[src/rtl/uart_sched_pkg.sv]
// Shared types and limits for the UART transmit scheduler.
// State encoding, counter widths and parameter ranges.
package uart_sched_pkg;

  typedef enum logic [2:0] {
    ST_IDLE,
    ST_LOAD,
    ST_WRITE,
    ST_GUARD,
    ST_WAIT,
    ST_RELEASE
  } state_e;

  localparam int GCNT_W    = 3;
  localparam int STALL_W   = 16;
  localparam int REQ_MIN   = 2;
  localparam int REQ_MAX   = 8;
  localparam int GUARD_MIN = 1;
  localparam int GUARD_MAX = 7;

  function automatic int idx_w(input int n);
    return (n > 1) ? $clog2(n) : 1;
  endfunction

endpackage

[src/rtl/uart_tx_scheduler_arb.sv]
// Round-robin pick: first request at or above ptr, with wrap.
// Returns both a one-hot grant and its index.
module uart_rr_arbiter #(
  parameter int N  = 4,
  parameter int PW = 2
) (
  input  logic [N-1:0]  req,
  input  logic [PW-1:0] ptr,
  output logic [N-1:0]  gnt,
  output logic [PW-1:0] idx
);

  logic          hit;
  logic [PW-1:0] k;

  always_comb begin
    gnt = '0;
    idx = '0;
    hit = 1'b0;
    k   = '0;
    for (int i = 0; i < N; i++) begin
      k = PW'((int'(ptr) + i) % N);
      if (!hit && req[k]) begin
        hit    = 1'b1;
        gnt[k] = 1'b1;
        idx    = k;
      end
    end
  end

endmodule

[src/rtl/uart_tx_scheduler.sv]
// Packet-locked round-robin scheduler sharing one UART
// transmitter between NUM_REQ byte-stream requesters.
module uart_tx_scheduler
  import uart_sched_pkg::*;
#(
  parameter int NUM_REQ       = 4,
  parameter int GUARD_CYCLES  = 2,
  parameter int STALL_TIMEOUT = 0
) (
  input  logic                 CLK,
  input  logic                 RESET_N,
  input  logic [NUM_REQ-1:0]   REQ_VALID,
  input  logic [8*NUM_REQ-1:0] REQ_DATA,
  input  logic [NUM_REQ-1:0]   REQ_LAST,
  output logic [NUM_REQ-1:0]   REQ_READY,
  input  logic                 TXRDY,
  output logic                 CSN,
  output logic                 WEN,
  output logic [7:0]           DATA_IN,
  output logic [NUM_REQ-1:0]   GRANT,
  output logic                 BUSY,
  output logic                 PKT_DONE,
  output logic                 ABORT
);

  localparam int PW = idx_w(NUM_REQ);
  localparam logic [PW-1:0] LAST_IDX = PW'(NUM_REQ - 1);
  localparam logic [GCNT_W-1:0] G_END = GCNT_W'(GUARD_CYCLES - 1);
  localparam logic [STALL_W-1:0] TMO = STALL_W'(STALL_TIMEOUT);

  state_e               state_q, state_d;
  logic [PW-1:0]        ptr_q, ptr_d;
  logic [PW-1:0]        own_q, own_d;
  logic [NUM_REQ-1:0]   grant_q, grant_d;
  logic                 busy_q, busy_d;
  logic [7:0]           data_q, data_d;
  logic                 last_q, last_d;
  logic                 wr_n_q, wr_n_d;
  logic                 done_q, done_d;
  logic                 abort_q, abort_d;
  logic [GCNT_W-1:0]    gcnt_q, gcnt_d;
  logic [STALL_W-1:0]   stall_q, stall_d;

  logic [NUM_REQ-1:0]   arb_gnt;
  logic [PW-1:0]        arb_idx;
  logic [PW-1:0]        nxt_ptr;
  logic [STALL_W-1:0]   stall_inc;
  logic                 own_valid;
  logic                 accept;
  logic                 stall_hit;

  uart_rr_arbiter #(
    .N  (NUM_REQ),
    .PW (PW)
  ) u_arb (
    .req (REQ_VALID),
    .ptr (ptr_q),
    .gnt (arb_gnt),
    .idx (arb_idx)
  );

  assign own_valid = REQ_VALID[own_q];
  assign accept    = (state_q == ST_LOAD) && own_valid && TXRDY;
  assign stall_inc = stall_q + 1'b1;
  assign stall_hit = (TMO != '0) && (stall_inc == TMO);
  assign nxt_ptr   = (own_q == LAST_IDX) ? '0 : own_q + 1'b1;
  assign REQ_READY = accept ? grant_q : '0;

  always_ff @(posedge CLK or negedge RESET_N) begin
    if (!RESET_N) begin
      state_q <= ST_IDLE;
      ptr_q   <= '0;
      own_q   <= '0;
      grant_q <= '0;
      busy_q  <= 1'b0;
      data_q  <= '0;
      last_q  <= 1'b0;
      wr_n_q  <= 1'b1;
      done_q  <= 1'b0;
      abort_q <= 1'b0;
      gcnt_q  <= '0;
      stall_q <= '0;
    end else begin
      state_q <= state_d;
      ptr_q   <= ptr_d;
      own_q   <= own_d;
      grant_q <= grant_d;
      busy_q  <= busy_d;
      data_q  <= data_d;
      last_q  <= last_d;
      wr_n_q  <= wr_n_d;
      done_q  <= done_d;
      abort_q <= abort_d;
      gcnt_q  <= gcnt_d;
      stall_q <= stall_d;
    end
  end

  always_comb begin
    state_d = state_q;
    unique case (state_q)
      ST_IDLE:    if (|REQ_VALID) state_d = ST_LOAD;
      ST_LOAD: begin
        if (accept) state_d = ST_WRITE;
        else if (!own_valid && stall_hit) state_d = ST_IDLE;
      end
      ST_WRITE:   state_d = ST_GUARD;
      ST_GUARD:   if (gcnt_q == G_END) state_d = ST_WAIT;
      ST_WAIT:    if (TXRDY) state_d = last_q ? ST_RELEASE : ST_LOAD;
      ST_RELEASE: state_d = ST_IDLE;
      default:    state_d = ST_IDLE;
    endcase
  end

  // Registered outputs are set on entry so they line up with the state.
  always_comb begin
    ptr_d   = ptr_q;
    own_d   = own_q;
    grant_d = grant_q;
    busy_d  = busy_q;
    data_d  = data_q;
    last_d  = last_q;
    wr_n_d  = 1'b1;
    done_d  = 1'b0;
    abort_d = 1'b0;
    gcnt_d  = gcnt_q;
    stall_d = stall_q;
    unique case (state_q)
      ST_IDLE: begin
        stall_d = '0;
        if (|REQ_VALID) begin
          grant_d = arb_gnt;
          own_d   = arb_idx;
          busy_d  = 1'b1;
        end
      end
      ST_LOAD: begin
        if (accept) begin
          data_d  = REQ_DATA[{own_q, 3'b000} +: 8];
          last_d  = REQ_LAST[own_q];
          wr_n_d  = 1'b0;
          stall_d = '0;
        end else if (!own_valid) begin
          stall_d = stall_inc;
          if (stall_hit) begin
            abort_d = 1'b1;
            grant_d = '0;
            busy_d  = 1'b0;
            ptr_d   = nxt_ptr;
          end
        end
      end
      ST_WRITE: gcnt_d = '0;
      ST_GUARD: gcnt_d = gcnt_q + 1'b1;
      ST_WAIT: begin
        if (TXRDY && last_q) begin
          done_d  = 1'b1;
          grant_d = '0;
          busy_d  = 1'b0;
        end
      end
      ST_RELEASE: ptr_d = nxt_ptr;
      default: ;
    endcase
  end

  assign CSN      = wr_n_q;
  assign WEN      = wr_n_q;
  assign DATA_IN  = data_q;
  assign GRANT    = grant_q;
  assign BUSY     = busy_q;
  assign PKT_DONE = done_q;
  assign ABORT    = abort_q;

endmodule

[config.mk]
export PLATFORM = sky130hd
export DESIGN_NAME = uart_tx_scheduler
export DESIGN_NICKNAME = d
export VERILOG_FILES = /design/src/rtl/uart_sched_pkg.sv /design/src/rtl/uart_tx_scheduler_arb.sv /design/src/rtl/uart_tx_scheduler.sv
export SDC_FILE = /design/constraint.sdc
export NUM_CORES = 1
export LEC_CHECK = 0
export ABC_AREA = 1
export ABC_CLOCK_PERIOD_IN_PS = 2350
export CORE_AREA = 2 2 71 66
export CTS_CLUSTER_SIZE = 25
export DETAILED_ROUTE_END_ITERATION = 8
export DIE_AREA = 0 0 73 68
export PLACE_DENSITY_LB_ADDON = 0.15
export RECOVER_POWER = 50
export SLEW_MARGIN = 20
export SYNTH_ARGS = -nofsm -noshare
export SYNTH_HDL_FRONTEND = slang
export SYNTH_SLANG_ARGS = --single-unit
[constraint.sdc]
create_clock -name CLK -period 2.35 [get_ports CLK]
set_input_delay 0.235 -clock CLK [delete_from_list [all_inputs] [get_ports CLK]]
set_output_delay 0.235 -clock CLK [all_outputs]
set_load 0.1 [all_outputs]
==> flow_metrics.py, run 1 <==
metrics = {
    "status": {
        "outcome": "finished, final reports clean",
    },
    "floorplanning": {
        "fp.dieArea_um2": 4960,
        "core_um2": 4290,
        "num_rows": 23,
        "fp.dieH_um": 68,
        "ios": 64,
        "initial_core_util_pct": 43.9,
        "die_w_um": 73,
    },
    "synthesis": {
        "synth_compound_gate_area_share_pct": 16.5,
        "synth_mux_area_share_pct": 0,
        "syn_nets": 322,
        "syn_inst": 268,
        "synth_edf_count": 0,
        "async_flop_share_pct": 100,
        "ys_ff_latch": 26,
        "synthesis.area_um2": 1880,
        "yosysTopAreaCell": "dfrtp_1",
        "synth_area_leaders": "dfrtp_1 (33%), nand2_1 (11%), nor2_1 (8.8%)",
        "yosysUniqueCellTypes": 29,
        "synth_top_family_by_area": "simple AND/OR/NAND/NOR gates",
        "yosysSeqAreaShare_pct": 34.6,
        "synth-simple-area-share_pct": 31.8,
        "synthXorXnorAreaFrac_pct": 0.465,
        "synth.avg_cell_area_um2": 7.03,
        "synth_adder_area_share_pct": 7.30,
        "ys.warnings.count": 0,
        "synth_top_area_share_pct": 33.2,
        "yosys_most_used_dff": "dfrtp_1",
    },
    "setup_path": {
        "cp_data_arrival_time_ps": 1750,
        "worstSetupPathType": "in2out",
        "worstPathCellList": "clkdlybuf4s50_1 > inv_1 > a21oi_1 > o21ai_0 > nand2_1 > nand3_1 > nor2_1 > buf_12",
        "path_buf_inv": 3,
        "required_ps": 2120,
        "max_stage_delay_ps": 510,
        "worstSetupStartpointType": "input port",
        "cp_max_fo": 5,
        "cp-end-kind": "output port",
        "cp_top_family": "buffers and inverters",
        "critPathSlowestCell": "clkdlybuf4s50_1",
    },
    "clock_network": {
        "clk_latency_ps": 280,
        "clock-root-buffer": "clkbuf_8",
        "post_cts_buffers": 0,
        "cts_buffer_depth": 2,
        "cts_tree": "done",
        "htree_levels": 1,
        "numCtsBuffers": 3,
        "clkTransAtPathRegs_ps": 100,
        "cts_resized": 0,
        "clock-sinks": 26,
        "ctsHoldBuffers": 0,
    },
    "sta": {
        "tightest_slew_ps": 1400,
        "finalHoldViolCount": 0,
        "fin_crit_sh_pct": 84.3,
        "finalMaxSlewViolations": 0,
        "finalSetupViolCount": 0,
        "period_minus_slack_ps": 1980,
        "rsz0062_at_grt": "no",
        "fin_tns_setup_ps": 0,
        "slew_headroom_pct": 6.74,
        "max_freq_mhz": 505,
        "fin_skew_ps": 12.4,
    },
    "pwr": {
        "p_per_area_nw_per_um2": 1420,
        "p_total_mw": 3.68,
        "p_leak_nw": 1.23,
        "peakVddDrop_mv": 0.786,
    },
    "global_routing": {
        "grt.overflow.total": 0,
        "grt_max_degree": 27,
        "first_global_vias": 1688,
        "grt_usage_pct": 19.2,
        "grt_first_pass_wirelength_mm": 7.50,
        "antenna_found_initial": 0,
    },
    "hold_path": {
        "hp-class": "reg2reg",
    },
    "cells_and_area": {
        "instances_no_fill": 379,
        "nets": 384,
        "layout_commonest_cell": "nand2_1",
        "drive_above_1_share_pct": 11.6,
        "final_cell_mix": "nand2_1 (55), nor2_1 (44), clkdlybuf4s50_1 (41), inv_1 (26)",
        "insertedDiodeCount": 0,
        "final_core_util_pct": 60.5,
        "area_growth_pct": 37.7,
        "fin_area_um2": 2590,
    },
    "detailed_routing": {
        "drc": 0,
        "drtIter0Drc": 110,
        "vias": 1925,
        "via_per_inst": 5.08,
        "dr.pass1.iters": 4,
        "postRouteAntennaNets": 0,
        "wl_per_cell_um": 12.2,
        "wirelength_mm": 4.61,
    },
    "placement": {
        "gp_congestion": 0.895,
        "dp.cells": 375,
        "dp_hpwl_mm": 3.60,
        "io_buffers": 62,
        "postPlaceCellArea_um2": 2550,
    },
    "flow_run": {
        "cap_violations": 0,
    },
}
==> final cells by class <==
type	count	area (um2)
inverters	29	109
fillers	387	1690
repair buffers	68	639
well taps	50	62.6
flip-flops and latches	26	652
clock buffers	3	41.3
multi-input cells	202	1060
clock inverters	1	30.0
==> metrics by stage <==
stage	worst slack (ps)	hold slack, ps
floorplan	-221	-60.6
global placement	437	469
detailed placement	380	459
CTS	376	318
global route	167	524
finish	370	477
==> cell families (layout without fill, tap and decap cells) <==
family | Yosys count | in the layout
and+or+nand+nor | 137 | 137
AOI/OAI and AO/OA | 52 | 52
buffers and inverters | 40 | 101
DFF | 26 | 26
adders and majority gates | 11 | 11
other | 1 | 1
xor gates and xnor gates | 1 | 1
==> worst paths after layout <==
kind / start / end / slack, ps / cells after the start
max: REQ_VALID[1] / REQ_READY[2] / 370 / 8
min: BUSY$_DFFE_PN0P_ / BUSY$_DFFE_PN0P_ / 480 / 2
max reg2reg: ptr_q[0]$_DFFE_PN0N_ / own_q[1]$_DFFE_PN0P_ / 410 / 10
min reg2reg: BUSY$_DFFE_PN0P_ / BUSY$_DFFE_PN0P_ / 480 / 2
max in group asynchronous: RESET_N / DATA_IN[4]$_DFFE_PN0P_ / 720 / 2
min in group asynchronous: RESET_N / GRANT[1]$_DFFE_PN0P_ / 790 / 2
==> metal layers <==
metal | vias up | global-route usage, % | part of all wire (%)
met2 | 67 | 33.1 | 47
met1 | 855 | 24.0 | 46
met3 | 2 | 4.71 | 6.7
met5 | - | 0 | 0
li1 | 1001 | - | -
met4 | 0 | 5.56 | 0.50
==> where the power goes <==
| group | total [mW] | internal (mW) | switching [mW] |
|---|---|---|---|
| Sequential | 0.804 | 0.636 | 0.168 |
| Combinational | 2.51 | 0.704 | 1.80 |
| Clock | 0.373 | 0.228 | 0.145 |
| Total | 3.68 | 1.57 | 2.12 |
==> tightest hold or removal path, stage by stage, from the launching register on <==
cell and delay [ps]:
dfrtp_1 350, nand2_1 50, nand2_1 40
==> flip-flops by register name, summed over array words and instances (netlist names) <==
| register | cells |
|---|---|
| BUSY | 1 |
| CSN | 1 |
| GRANT | 4 |
| state_q | 3 |
| ptr_q | 2 |
| PKT_DONE | 1 |
| DATA_IN | 8 |
| last_q | 1 |
| gcnt_q | 3 |
| own_q | 2 |
==> Yosys cell counts (4+ instances only) <==
cell	number
nand3_1	18
o32ai_1	9
buf_2	4
dfrtp_1	25
inv_1	26
nand4_1	5
o21ai_0	25
nor2_1	44
ha_1	11
nand2_2	7
a21boi_0	4
nand2_1	55
a21oi_1	10
Power figures use the tool's default switching activity.
==> inputs of run 2 (changes only) <==
--- a/config.mk
+++ b/config.mk
@@ -6,11 +6,11 @@
 export NUM_CORES = 1
 export LEC_CHECK = 0
 export ABC_AREA = 1
-export ABC_CLOCK_PERIOD_IN_PS = 2350
-export CORE_AREA = 2 2 71 66
+export ABC_CLOCK_PERIOD_IN_PS = 1700
+export CORE_AREA = 2 2 75 70
 export CTS_CLUSTER_SIZE = 25
 export DETAILED_ROUTE_END_ITERATION = 8
-export DIE_AREA = 0 0 73 68
+export DIE_AREA = 0 0 77 72
 export PLACE_DENSITY_LB_ADDON = 0.15
 export RECOVER_POWER = 50
 export SLEW_MARGIN = 20
==> constraint.sdc (replaced) <==
create_clock -name CLK -period 1.7 [get_ports CLK]
set_input_delay 0.17 -clock CLK [delete_from_list [all_inputs] [get_ports CLK]]
set_output_delay 0.17 -clock CLK [all_outputs]
set_load 0.1 [all_outputs]
==> run 2 against run 1 <==
The run now ends with negative setup slack left. Cell count rose by 10%. First-iteration DRC count fell by 25%. Sequential share of layout area fell by 3.2 points. Sequential power rose by 37%. Worst hold slack got worse by 28 ps. Register-to-register slack got worse by 400 ps. Clock power rose by 35%. Wire length rose by 9.0%. Critical path type is now reg2out. Critical endpoint is now REQ_READY[3]. Largest cell class unchanged. Highest routed layer unchanged.
==> flow_metrics.py, run 2 (synthesis results as in run 1) <==
metrics = {
    "global_routing": {
        "grt.overflow.total": 0,
        "grt_max_degree": 27,
        "antenna_found_initial": 0,
        "grt_usage_pct": 17.9,
        "grt_first_pass_wirelength_mm": 8.26,
        "first_global_vias": 1841,
    },
    "floorplanning": {
        "fp.dieH_um": 72,
        "fp.dieArea_um2": 5540,
        "die_w_um": 77,
        "core_um2": 4740,
        "ios": 64,
        "initial_core_util_pct": 39.7,
        "num_rows": 24,
    },
    "cells_and_area": {
        "nets": 408,
        "final_core_util_pct": 63.4,
        "fin_area_um2": 3010,
        "insertedDiodeCount": 0,
        "area_growth_pct": 59.8,
        "layout_commonest_cell": "nand2_1",
        "final_cell_mix": "nand2_1 (52), clkdlybuf4s50_1 (41), nor2_1 (40), buf_4 (30), inv_1 (25)",
        "largest_reg_flops": 8,
        "drive_above_1_share_pct": 26.9,
    },
    "clock_network": {
        "htree_levels": 1,
        "clkTransAtPathRegs_ps": 90,
        "numCtsBuffers": 3,
        "clock-sinks": 26,
        "clk_latency_ps": 270,
        "clock-root-buffer": "clkbuf_8",
        "cts_tree": "done",
        "cts_buffer_depth": 2,
        "ctsHoldBuffers": 0,
    },
    "status": {
        "violations": "negative setup slack",
        "outcome": "complete, but fails checks",
    },
    "pwr": {
        "p_total_mw": 5.94,
        "p_per_area_nw_per_um2": 1970,
        "p_leak_nw": 1.41,
        "peakVddDrop_mv": 0.775,
    },
    "sta": {
        "finalHoldViolCount": 0,
        "tightest_slew_ps": 636,
        "finalSetupViolCount": 4,
        "slew_headroom_pct": 57.6,
        "worst_slack_ps": -60.6,
        "max_freq_mhz": 568,
        "finalMaxSlewViolations": 0,
        "fin_crit_sh_pct": 104,
        "period_minus_slack_ps": 1760,
        "rsz0062_at_grt": "yes",
        "fin_skew_ps": 6.33,
    },
    "hold_path": {
        "hp-class": "in2async",
    },
    "detailed_routing": {
        "drc": 0,
        "wl_per_cell_um": 12.0,
        "wirelength_mm": 5.02,
        "postRouteAntennaNets": 0,
        "vias": 2013,
        "via_per_inst": 4.82,
        "drtIter0Drc": 83,
        "dr.pass1.iters": 4,
    },
    "setup_path": {
        "worstPathCellList": "a21oi_2 > o21ai_1 > nand2_1 > nand3_2 > buf_6 > nor2_4 > buf_12",
        "worstSetupPathType": "reg2out",
        "required_ps": 1530,
        "crit_path_start": "own_q[0]$_DFFE_PN0P_",
        "cp-end-kind": "output port",
        "cp_max_fo": 6,
        "worstSetupStartpointType": "flip-flop",
        "r2r-start": "own_q[0]$_DFFE_PN0P_",
        "cp_data_arrival_time_ps": 1590,
        "critPathSlowestCell": "dfrtp_2",
        "max_stage_delay_ps": 450,
    },
    "placement": {
        "postPlaceCellArea_um2": 2810,
        "dp_hpwl_mm": 3.77,
        "io_buffers": 62,
        "gp_congestion": 0.840,
    },
    "flow_run": {
        "cap_violations": 0,
    },
}
-- run 2: critical path, delay by kind of cell, from the launching register on --
kind,cells,cell delay [ps]
simple gates,3,340
flops,1,450
compound gates,2,190
buf+inv,2,340
-- run 2: layer usage --
| layer | vias to the layer above | track usage [%] | wire, um |
|---|---|---|---|
| li1 | 1053 | - | - |
| met1 | 896 | 25.5 | 2350 |
| met2 | 58 | 28.8 | 2360 |
| met3 | 6 | 3.11 | 259 |
| met4 | 0 | 3.97 | 56 |
| met5 | - | 0 | 0 |
-- run 2: through the flow --
step	setup slack, ps	setup TNS (ps)	instances	hold WS (ps)
floorplan	-16.9	-16.9	268	-126
finish	-60.6	-233	418	449
global placement	-106	-942	406	467
detailed placement	-121	-1260	406	475
CTS	-36.0	-166	417	274
global route	-116	-521	418	512
-- run 2: final timing paths --
path / endpoint / slack, ps / cells past startpoint
max: REQ_READY[3] / -60 / 7
min: last_q$_DFFE_PN0P_ / 450 / 2
max reg2reg: state_q[0]$_DFFE_PN0P_ / 10 / 11
min reg2reg: BUSY$_DFFE_PN0P_ / 490 / 2
max in group asynchronous: own_q[0]$_DFFE_PN0P_ / 800 / 2
min in group CLK: BUSY$_DFFE_PN0P_ / 490 / 2
-- run 2: layout make-up --
type                    instances  area, um2
fillers                       430       1730
multi-input cells             202       1170
repair buffers                 92        915
flip-flops and latches         26        661
inverters                      29        113
well taps                      65       81.3
clock buffers                   3       41.3
clock inverters                 1       30.0
-- run 2: report_power, final --
part / switching (mW) / total [mW] / leakage, nW / internal (mW)
Sequential: 0.212 / 1.10 / 0.316 / 0.892
Clock: 0.189 / 0.504 / 0.0357 / 0.315
Combinational: 2.80 / 4.33 / 1.06 / 1.53
Total: 3.20 / 5.94 / 1.41 / 2.73
-- run 2: what timing repair did --
action | in CTS | in global routing
pin swaps | 3 | 7
setup endpoints to repair | 4 | 22
cloned | 0 | 1
buffers inserted | 7 | 2
resized for setup | 4 | 25
==> inputs of run 3 (changes only) <==
--- a/config.mk
+++ b/config.mk
@@ -7,10 +7,12 @@
 export LEC_CHECK = 0
 export ABC_AREA = 1
 export ABC_CLOCK_PERIOD_IN_PS = 1700
-export CORE_AREA = 2 2 75 70
+export CORE_AREA = 5 5 67 63
 export CTS_CLUSTER_SIZE = 25
 export DETAILED_ROUTE_END_ITERATION = 8
-export DIE_AREA = 0 0 77 72
+export DIE_AREA = 0 0 72 68
+export DONT_BUFFER_PORTS = 1
+export GPL_TIMING_DRIVEN = 1
 export PLACE_DENSITY_LB_ADDON = 0.15
 export RECOVER_POWER = 50
 export SLEW_MARGIN = 20
==> run 3 against run 2 <==
The run now ends clean. Clock skew up 2.2 ps. Via count down 7.9%. Cell area down 21%. Sequential power down 5%. Global-route usage up 1.6 points. Wire length down 7.1%. Flip-flop and latch count unchanged. Register-to-register slack better by 100 ps. Sequential share of layout area up 5.7 points. Critical path depth down 1.
==> flow_metrics.py, run 3 (synthesis results as in run 1) <==
metrics = {
    "sta": {
        "finalMaxSlewViolations": 0,
        "period_minus_slack_ps": 1680,
        "rsz0062_at_grt": "yes",
        "fin_tns_setup_ps": 0,
        "max_freq_mhz": 594,
        "finalSetupViolCount": 0,
        "finalHoldViolCount": 0,
        "fin_crit_sh_pct": 99.1,
        "hold-worst-slack_ps": 35.8,
        "fin_skew_ps": 8.54,
        "slew_headroom_pct": 26.0,
        "tightest_slew_ps": 1110,
    },
    "flow_run": {
        "cap_violations": 0,
    },
    "placement": {
        "io_buffers": 0,
        "dp.cells": 332,
        "gp_congestion": 0.840,
        "dp_hpwl_mm": 3.59,
    },
    "global_routing": {
        "first_global_vias": 1733,
        "grt_first_pass_wirelength_mm": 7.71,
        "grt_usage_pct": 19.5,
        "antenna_found_initial": 0,
        "grt_max_degree": 27,
        "grt.overflow.total": 0,
    },
    "setup_path": {
        "cp_data_arrival_time_ps": 1510,
        "worstSetupStartpointType": "flip-flop",
        "cp_max_fo": 5,
        "worstSetupPathType": "reg2out",
        "cp-end-kind": "output port",
        "required_ps": 1530,
    },
    "cells_and_area": {
        "layout_commonest_cell": "nand2_1",
        "fill_cells": 316,
        "area_growth_pct": 26.3,
        "final_cell_mix": "nand2_1 (53), nor2_1 (40), inv_1 (26), o21ai_0 (24), dfrtp_1 (20)",
        "nets": 351,
        "largest_reg_flops": 8,
        "final_core_util_pct": 67.6,
        "instances_no_fill": 342,
        "drive_above_1_share_pct": 22.6,
        "insertedDiodeCount": 0,
    },
    "pwr": {
        "p_leak_nw": 1.15,
        "p_per_area_nw_per_um2": 2270,
        "peakVddDrop_mv": 0.833,
    },
    "clock_network": {
        "clk_latency_ps": 270,
        "clock-sinks": 26,
        "clock-root-buffer": "clkbuf_8",
        "clkTransAtPathRegs_ps": 90,
        "cts_buffer_depth": 2,
        "cts_tree": "done",
        "htree_levels": 1,
        "numCtsBuffers": 3,
    },
    "detailed_routing": {
        "wl_per_cell_um": 13.6,
        "postRouteAntennaNets": 0,
        "dr.pass1.iters": 4,
        "wirelength_mm": 4.66,
        "via_per_inst": 5.42,
        "drc": 0,
        "drtIter0Drc": 95,
        "vias": 1854,
    },
    "floorplanning": {
        "die_w_um": 72,
        "fp.dieArea_um2": 4900,
        "fp.dieH_um": 68,
        "ios": 64,
        "num_rows": 21,
        "initial_core_util_pct": 53.5,
        "core_um2": 3520,
    },
    "status": {
        "outcome": "finished, final reports clean",
    },
    "hold_path": {
        "hp-class": "in2reg",
    },
}
## run 3: layer usage
layer | part of all wire, % | vias to the layer above | global-route usage, %
li1 | - | 938 | -
met1 | 46 | 840 | 26.8
met2 | 47 | 72 | 32.3
met3 | 7.1 | 4 | 3.82
met4 | 0.58 | 0 | 3.52
met5 | 0 | - | 0
## run 3: report_power, final
group	leakage [nW]	switching, mW	internal [mW]
clock	0.0357	0.185	0.315
combinational	0.800	2.73	1.11
sequential	0.319	0.168	0.886
## run 3: critical path, stage by stage, from the launching register on
cell,delay (ps)
dfrtp_1,430
a21oi_1,130
o21ai_1,90
nand2_2,100
nand3_4,150
nor2_4,150
buf_12,180
## run 3: final cells by class
type                    instances  area [um2]  area share, %
flip-flops and latches         26         658           27.7
well taps                      46        57.6           2.42
repair buffers                 34         315           13.2
inverters                      29         109           4.57
clock buffers                   3        41.3           1.74
clock inverters                 1        30.0           1.26
multi-input cells             203        1170           49.1
## run 3: worst paths after layout
path,startpoint,end,slack [ps],cells past startpoint
max in group asynchronous,RESET_N,ptr_q[0]$_DFFE_PN0N_,280,2
worst min-delay path,TXRDY,PKT_DONE$_DFF_PN0_,40,2
worst min register to register,GRANT[1]$_DFFE_PN0P_,GRANT[1]$_DFFE_PN0P_,500,2
worst max-delay path,own_q[0]$_DFFE_PN0P_,REQ_READY[2],20,6
worst max register to register,own_q[0]$_DFFE_PN0P_,DATA_IN[5]$_DFFE_PN0P_,110,8
min in group asynchronous,RESET_N,gcnt_q[2]$_DFFE_PN0P_,670,2
## run 3: through the flow
step	total power, mW	worst slack (ps)	area (um2)
finish	5.40	15.8	2380
global route	5.83	-73.1	2380
CTS	5.26	-17.9	2350
detailed placement	4.65	78.7	2200
global placement	4.60	109	2200
floorplan	3.90	-16.9	1930
## run 3: timing repair
action	CTS	global route
endpoints found under the setup margin	4	13
gates cloned	0	1
hold buffers	3	0
hold endpoints to repair	27	0
pin swaps	5	5
gates resized for setup	5	9
setup buffers	2	0
==> edit 1, RTL diff (settings of run 2) <==
Re-encode `state_e` (6 states) as Gray code, 3 bits wide.
--- a/src/rtl/uart_sched_pkg.sv
+++ b/src/rtl/uart_sched_pkg.sv
@@ -3,12 +3,12 @@
 package uart_sched_pkg;
 
   typedef enum logic [2:0] {
-    ST_IDLE,
-    ST_LOAD,
-    ST_WRITE,
-    ST_GUARD,
-    ST_WAIT,
-    ST_RELEASE
+    ST_IDLE    = 3'b000,
+    ST_LOAD    = 3'b001,
+    ST_WRITE   = 3'b011,
+    ST_GUARD   = 3'b010,
+    ST_WAIT    = 3'b110,
+    ST_RELEASE = 3'b111
   } state_e;
 
   localparam int GCNT_W    = 3;
Formal check against the unedited RTL: no difference found for any inputs over 10 cycles, from zero or initial values and one cycle with RESET_N low; not proved beyond that.
==> edit 1 against run 2 <==
  * Register-to-register slack improved by 0.02 ns
  * Sequential cell count unchanged
  * Clock power increased by 2%
  * Cell count is 0.48% lower
  * Setup slack gained 0.020 ns
  * Cell area is 0.67% lower
  * Routed wire length fell by 0.58%
  * Synthesized area up 4.8%
  * Total power decreased by 2.9%
  * The run still ends with negative setup slack left
  * Critical path depth stayed put
  * Fmax grew 1.1%
  * Via count up 2.4%
  * Combinational power decreased by 4%
==> edit 1: results (changes against run 2) <==
| Metric | Value |
|---|---|
| Status | `finished, violations left` |
| Violated checks | `negative setup slack` |
| Worst Path Arrival | `1.57 ns (-0.02 ns)` |
| Layout cells sized above 1 | `25.4% (-1.6 points)` |
| Distinct cell type count after synthesis | `35 (+21%)` |
| Dpl cell area | `0.00288 mm2 (+2.7%)` |
| Setup TNS | `-0.156 ns (+0.0767 ns)` |
| Met1 wire length | `2390 um (+1.7%)` |
| H-Tree Depth | `1 (unchanged)` |
| Post-synth top cells | `nand2_1, nor2_1, dfrtp_1` |
| Starting DRT DRC Count | `106 (+28%)` |
| Met1 GRT Util | `27.0% (+1.5 points)` |
| Combinational cell fraction of total power | `72.2% (-0.7 points)` |
| DR WL met3 | `338 um (+31%)` |
| Reg power frac | `18.8% (+0.2 points)` |
| Post-synthesis sequential area ratio | `33.0% (-1.6 points)` |
| Post-Layout Cell Count | `416 (-0.48%)` |
| R2R setup slack | `0.03 ns (+0.02 ns)` |
| Worst flop-to-flop path endpoint | `state_q[1]$_DFFE_PN0P_` |
| Clock Skews | `0.00395 ns (-0.00238 ns)` |
| LEAKAGE | `1.42 nW (+0.52%)` |
| Hold slack | `0.442 ns (-0.00726 ns)` |
| Slew @ Worst Pin | `0.632 ns (-0.00393 ns)` |
| Reg clk slew, reported paths | `0.09 ns (about the same)` |
| First-pass GRT wire length | `8830 um (+6.9%)` |
| Post-Place Setup Slack | `-0.0478 ns (+0.0733 ns)` |
| Met2 wire len | `2220 um (-6.1%)` |
| FILL cells | `458 (+6.5%)` |
| Peak supply drop | `0.000799 V (+3.2%)` |
| Global Route met3 Usage | `4.23% (+1.1 points)` |
| Gpl congestion | `0.814 (-3.0%)` |
| Worst-path maximum fanout | `5 (-1)` |
| Slowest Stage Delay on Critical Path | `0.45 ns (about the same)` |
| HPWL after DPL | `3890 um (+3.0%)` |
| Vias in the first global route | `1946 (+5.7%)` |
| Layout area overhead | `51.5%` |
| Crit path to | `REQ_READY[0]` |
| DR vias/cell | `4.95 (+2.9%)` |
| Mean Syn Cell Area | `7.29 um2 (+3.6%)` |
| Internal power | `2.60 mW (-5.0%)` |
| Final Setup Violations | `4 (unchanged)` |
| Syn Nets | `325 (+0.93%)` |
| Synth area leaders | `dfrtp_1, nand2_1, nor2_1` |
| Final wirelength | `4990 um (-0.58%)` |
| Met2 usage | `30.5% (+1.7 points)` |
| GR Util All Layers | `19.3% (+1.4 points)` |
| Final Worst Setup Slack | `-0.0411 ns (+0.0195 ns)` |
## edit 1: layout make-up
class / count / share of cell area [%]
Timing Repair Buffer: 86 / 28.5
Multi-Input combinational cell: 202 / 40.0
Tap cell: 65 / 2.72
Clock buffer: 3 / 1.38
Inverter: 33 / 4.35
Clock inverter: 1 / 1.00
Sequential cell: 26 / 22.1
## edit 1: cell families (layout without fill, tap and decap cells)
| family | Yosys count | count (layout) | synth area share [%] |
|---|---|---|---|
| other | 1 | 1 | 0.190 |
| adder cells (fa/ha/maj) | 11 | 11 | 6.97 |
| XOR/XNOR | 1 | 1 | 0.444 |
| AND/OR/NAND/NOR | 134 | 134 | 31.9 |
| flip-flops | 26 | 26 | 33.0 |
| buffers and inverters | 43 | 123 | 10.5 |
| AO/OA/AOI/OAI | 55 | 55 | 17.0 |
## edit 1: repair_timing
item	4_1_cts	5_1_grt
pin swaps	1	2
setup endpoints to repair	4	14
gates resized for setup	4	10
setup buffers	6	0
==> edit 2, RTL diff (config.mk and constraints of run 2) <==
Made on the original files. Set the package constant `GCNT_W` to 6 (it was 3).
--- a/src/rtl/uart_sched_pkg.sv
+++ b/src/rtl/uart_sched_pkg.sv
@@ -11,7 +11,7 @@
     ST_RELEASE
   } state_e;
 
-  localparam int GCNT_W    = 3;
+  localparam int GCNT_W    = 6;
   localparam int STALL_W   = 16;
   localparam int REQ_MIN   = 2;
   localparam int REQ_MAX   = 8;
Check against the original RTL: no difference found for any inputs over 10 cycles, from zero or initial values and one cycle with RESET_N low; that may be too few to reach the edited logic, so the function may still have changed.
==> edit 2 against run 2 <==
  * The flow still finishes with violations (negative setup slack)
  * Largest cell class unchanged
  * Total power hardly changed
  * Synthesized area is 12% higher
  * Fmax is 0.91% higher
  * Routed wire length is 12% higher
  * Cell count is 5.3% higher
  * Largest power group unchanged
  * Hold slack better by 0.023 ns
  * Sequential cell count is 3 higher
  * Cell area is 3.6% higher
  * Setup slack better by 0.016 ns
  * Die area stayed put
==> edit 2: results (changes against run 2) <==
| Metric | Value |
|---|---|
| Status | `finished, violations left` |
| Violated checks | `negative setup slack` |
| Dpl cell area | `0.00301 mm2 (+7.2%)` |
| Post-Layout Cell Count | `440 (+5.3%)` |
| Mean Syn Cell Area | `7.20 um2 (+2.5%)` |
| Highest metal used | `met4` |
| Resize count post-CTS | `5 (+1)` |
| Main synth FF type | `dfrtp_1` |
| Syn Nets | `347 (+7.8%)` |
| Layout cells sized above 1 | `22.4% (-4.5 points)` |
| Vias in the first global route | `2174 (+18%)` |
| CTS max path bufs | `2 (unchanged)` |
| H-Tree Depth | `2 (+1)` |
| LEAKAGE | `1.50 nW (+6.4%)` |
| Reg clk slew, reported paths | `0.06 ns (-0.03 ns)` |
| Asr flop ratio synth | `100% (unchanged)` |
| Slowest Stage Delay on Critical Path | `0.40 ns (-0.05 ns)` |
| Met2 wire len | `2450 um (+3.8%)` |
| Antenna violations before repair | `0 (unchanged)` |
| Critical-path top delay cell | `dfrtp_1` |
| Gpl congestion | `0.840 (about the same)` |
| Worst-path maximum fanout | `5 (-1)` |
| Final Setup Violations | `4 (unchanged)` |
| Peak supply drop | `0.000947 V (+22%)` |
| First-pass GRT wire length | `9710 um (+18%)` |
| Port Buffers | `62 (unchanged)` |
| Wire per inst | `12.8 um (+6.6%)` |
| TritonCTS Buffers | `5 (+2)` |
| Synth Area in Compound Gates | `18.3% (+1.7 points)` |
| Post-CTS Setup Inserts | `6 (-1)` |
| Post-synthesis xor/xnor area fraction | `0% (-0.46 points)` |
| CP delay by family, top | `buffers and inverters` |
| YS warnings | `0 (unchanged)` |
| Largest net degree at the start of global routing | `30 (+11%)` |
| Synthesized-area fraction occupied by adder cells | `6.52% (-0.78 points)` |
| DR vias/cell | `5.05 (+4.8%)` |
| Worst Path Arrival | `1.57 ns (-0.02 ns)` |
| GR Util All Layers | `21.5% (+3.6 points)` |
| Post-Place Setup Slack | `-0.0838 ns (+0.0373 ns)` |
| Post-synth top cells | `nand2_1, nor2_1, nand3_1` |
| Root buffer cell | `clkbuf_8` |
| Starting DRT DRC Count | `65 (-22%)` |
| Synth area leaders | `dfrtp_1, nand2_1, nand3_1` |
| Setup TNS | `-0.152 ns (+0.0805 ns)` |
| Post-synthesis sequential area ratio | `34.4% (-0.16 points)` |
| Clock Skews | `0.00385 ns (-0.00248 ns)` |
| Clock latency on the worst-skew pair | `approximately 0.28 ns` |
| Met1 wire length | `2670 um (+14%)` |
| HPWL after DPL | `4180 um (+11%)` |
| Final Worst Setup Slack | `-0.0447 ns (+0.0159 ns)` |
| Distinct cell type count after synthesis | `33 (+14%)` |
| Hold crit path type | `input port to async pin` |
| Max_slew headroom | `53.4% (-4.2 points)` |
| First drt pass iteration count | `4 (unchanged)` |
| DR WL met3 | `479 um (+85%)` |
| Placed Cells | `426 (+4.9%)` |
[edit 2: cell types whose count changed after synthesis, moves of 3 or more]
cell / change
o21ai_1: +14
nand3_1: +13
nor2_1: -11
o32ai_1: -9
o22ai_1: +8
inv_2: +5
inv_1: +4
nand2_1: -4
nand2_2: -4
nand2_4: +4
clkbuf_1: -3
dfrtp_1: +3
[edit 2: cell type report]
type                    instances  area, um2
multi-input cells             216       1240
well taps                      65       81.3
inverters                      38        148
repair buffers                 84        842
fillers                       429       1630
flip-flops and latches         29        732
clock buffers                   8       80.1
[edit 2: per-layer routing]
| layer | track usage (%) | up-vias |
|---|---|---|
| met5 | 0 | - |
| met4 | 4.17 | 0 |
| met3 | 7.09 | 3 |
| met2 | 35.4 | 75 |
| met1 | 28.2 | 1009 |
| li1 | - | 1133 |
[edit 2: cells by family after synthesis]
kind of cell | after synthesis
and+or+nand+nor | 134
AOI/OAI and AO/OA | 70
buffers and inverters | 48
DFF | 29
adders and majority gates | 11
other | 1
[edit 2: where the power goes]
group	switching, mW	internal [mW]	total [mW]
sequential	0.225	0.963	1.19
clock	0.239	0.290	0.528
combinational	2.85	1.36	4.21
total	3.32	2.61	5.93
[edit 2: worst paths after layout]
kind	slack, ns	startpoint	cells past startpoint	end
min in group CLK	0.50	BUSY$_DFFE_PN0P_	2	BUSY$_DFFE_PN0P_
worst min register to register	0.50	BUSY$_DFFE_PN0P_	2	BUSY$_DFFE_PN0P_
worst min-delay path	0.47	RESET_N	2	DATA_IN[4]$_DFFE_PN0P_
worst max register to register	0.14	ptr_q[0]$_DFFE_PN0N_	10	GRANT[1]$_DFFE_PN0P_
worst max-delay path	-0.04	own_q[0]$_DFFE_PN0P_	8	REQ_READY[2]
max in group asynchronous	0.73	RESET_N	2	state_q[2]$_DFFE_PN0P_
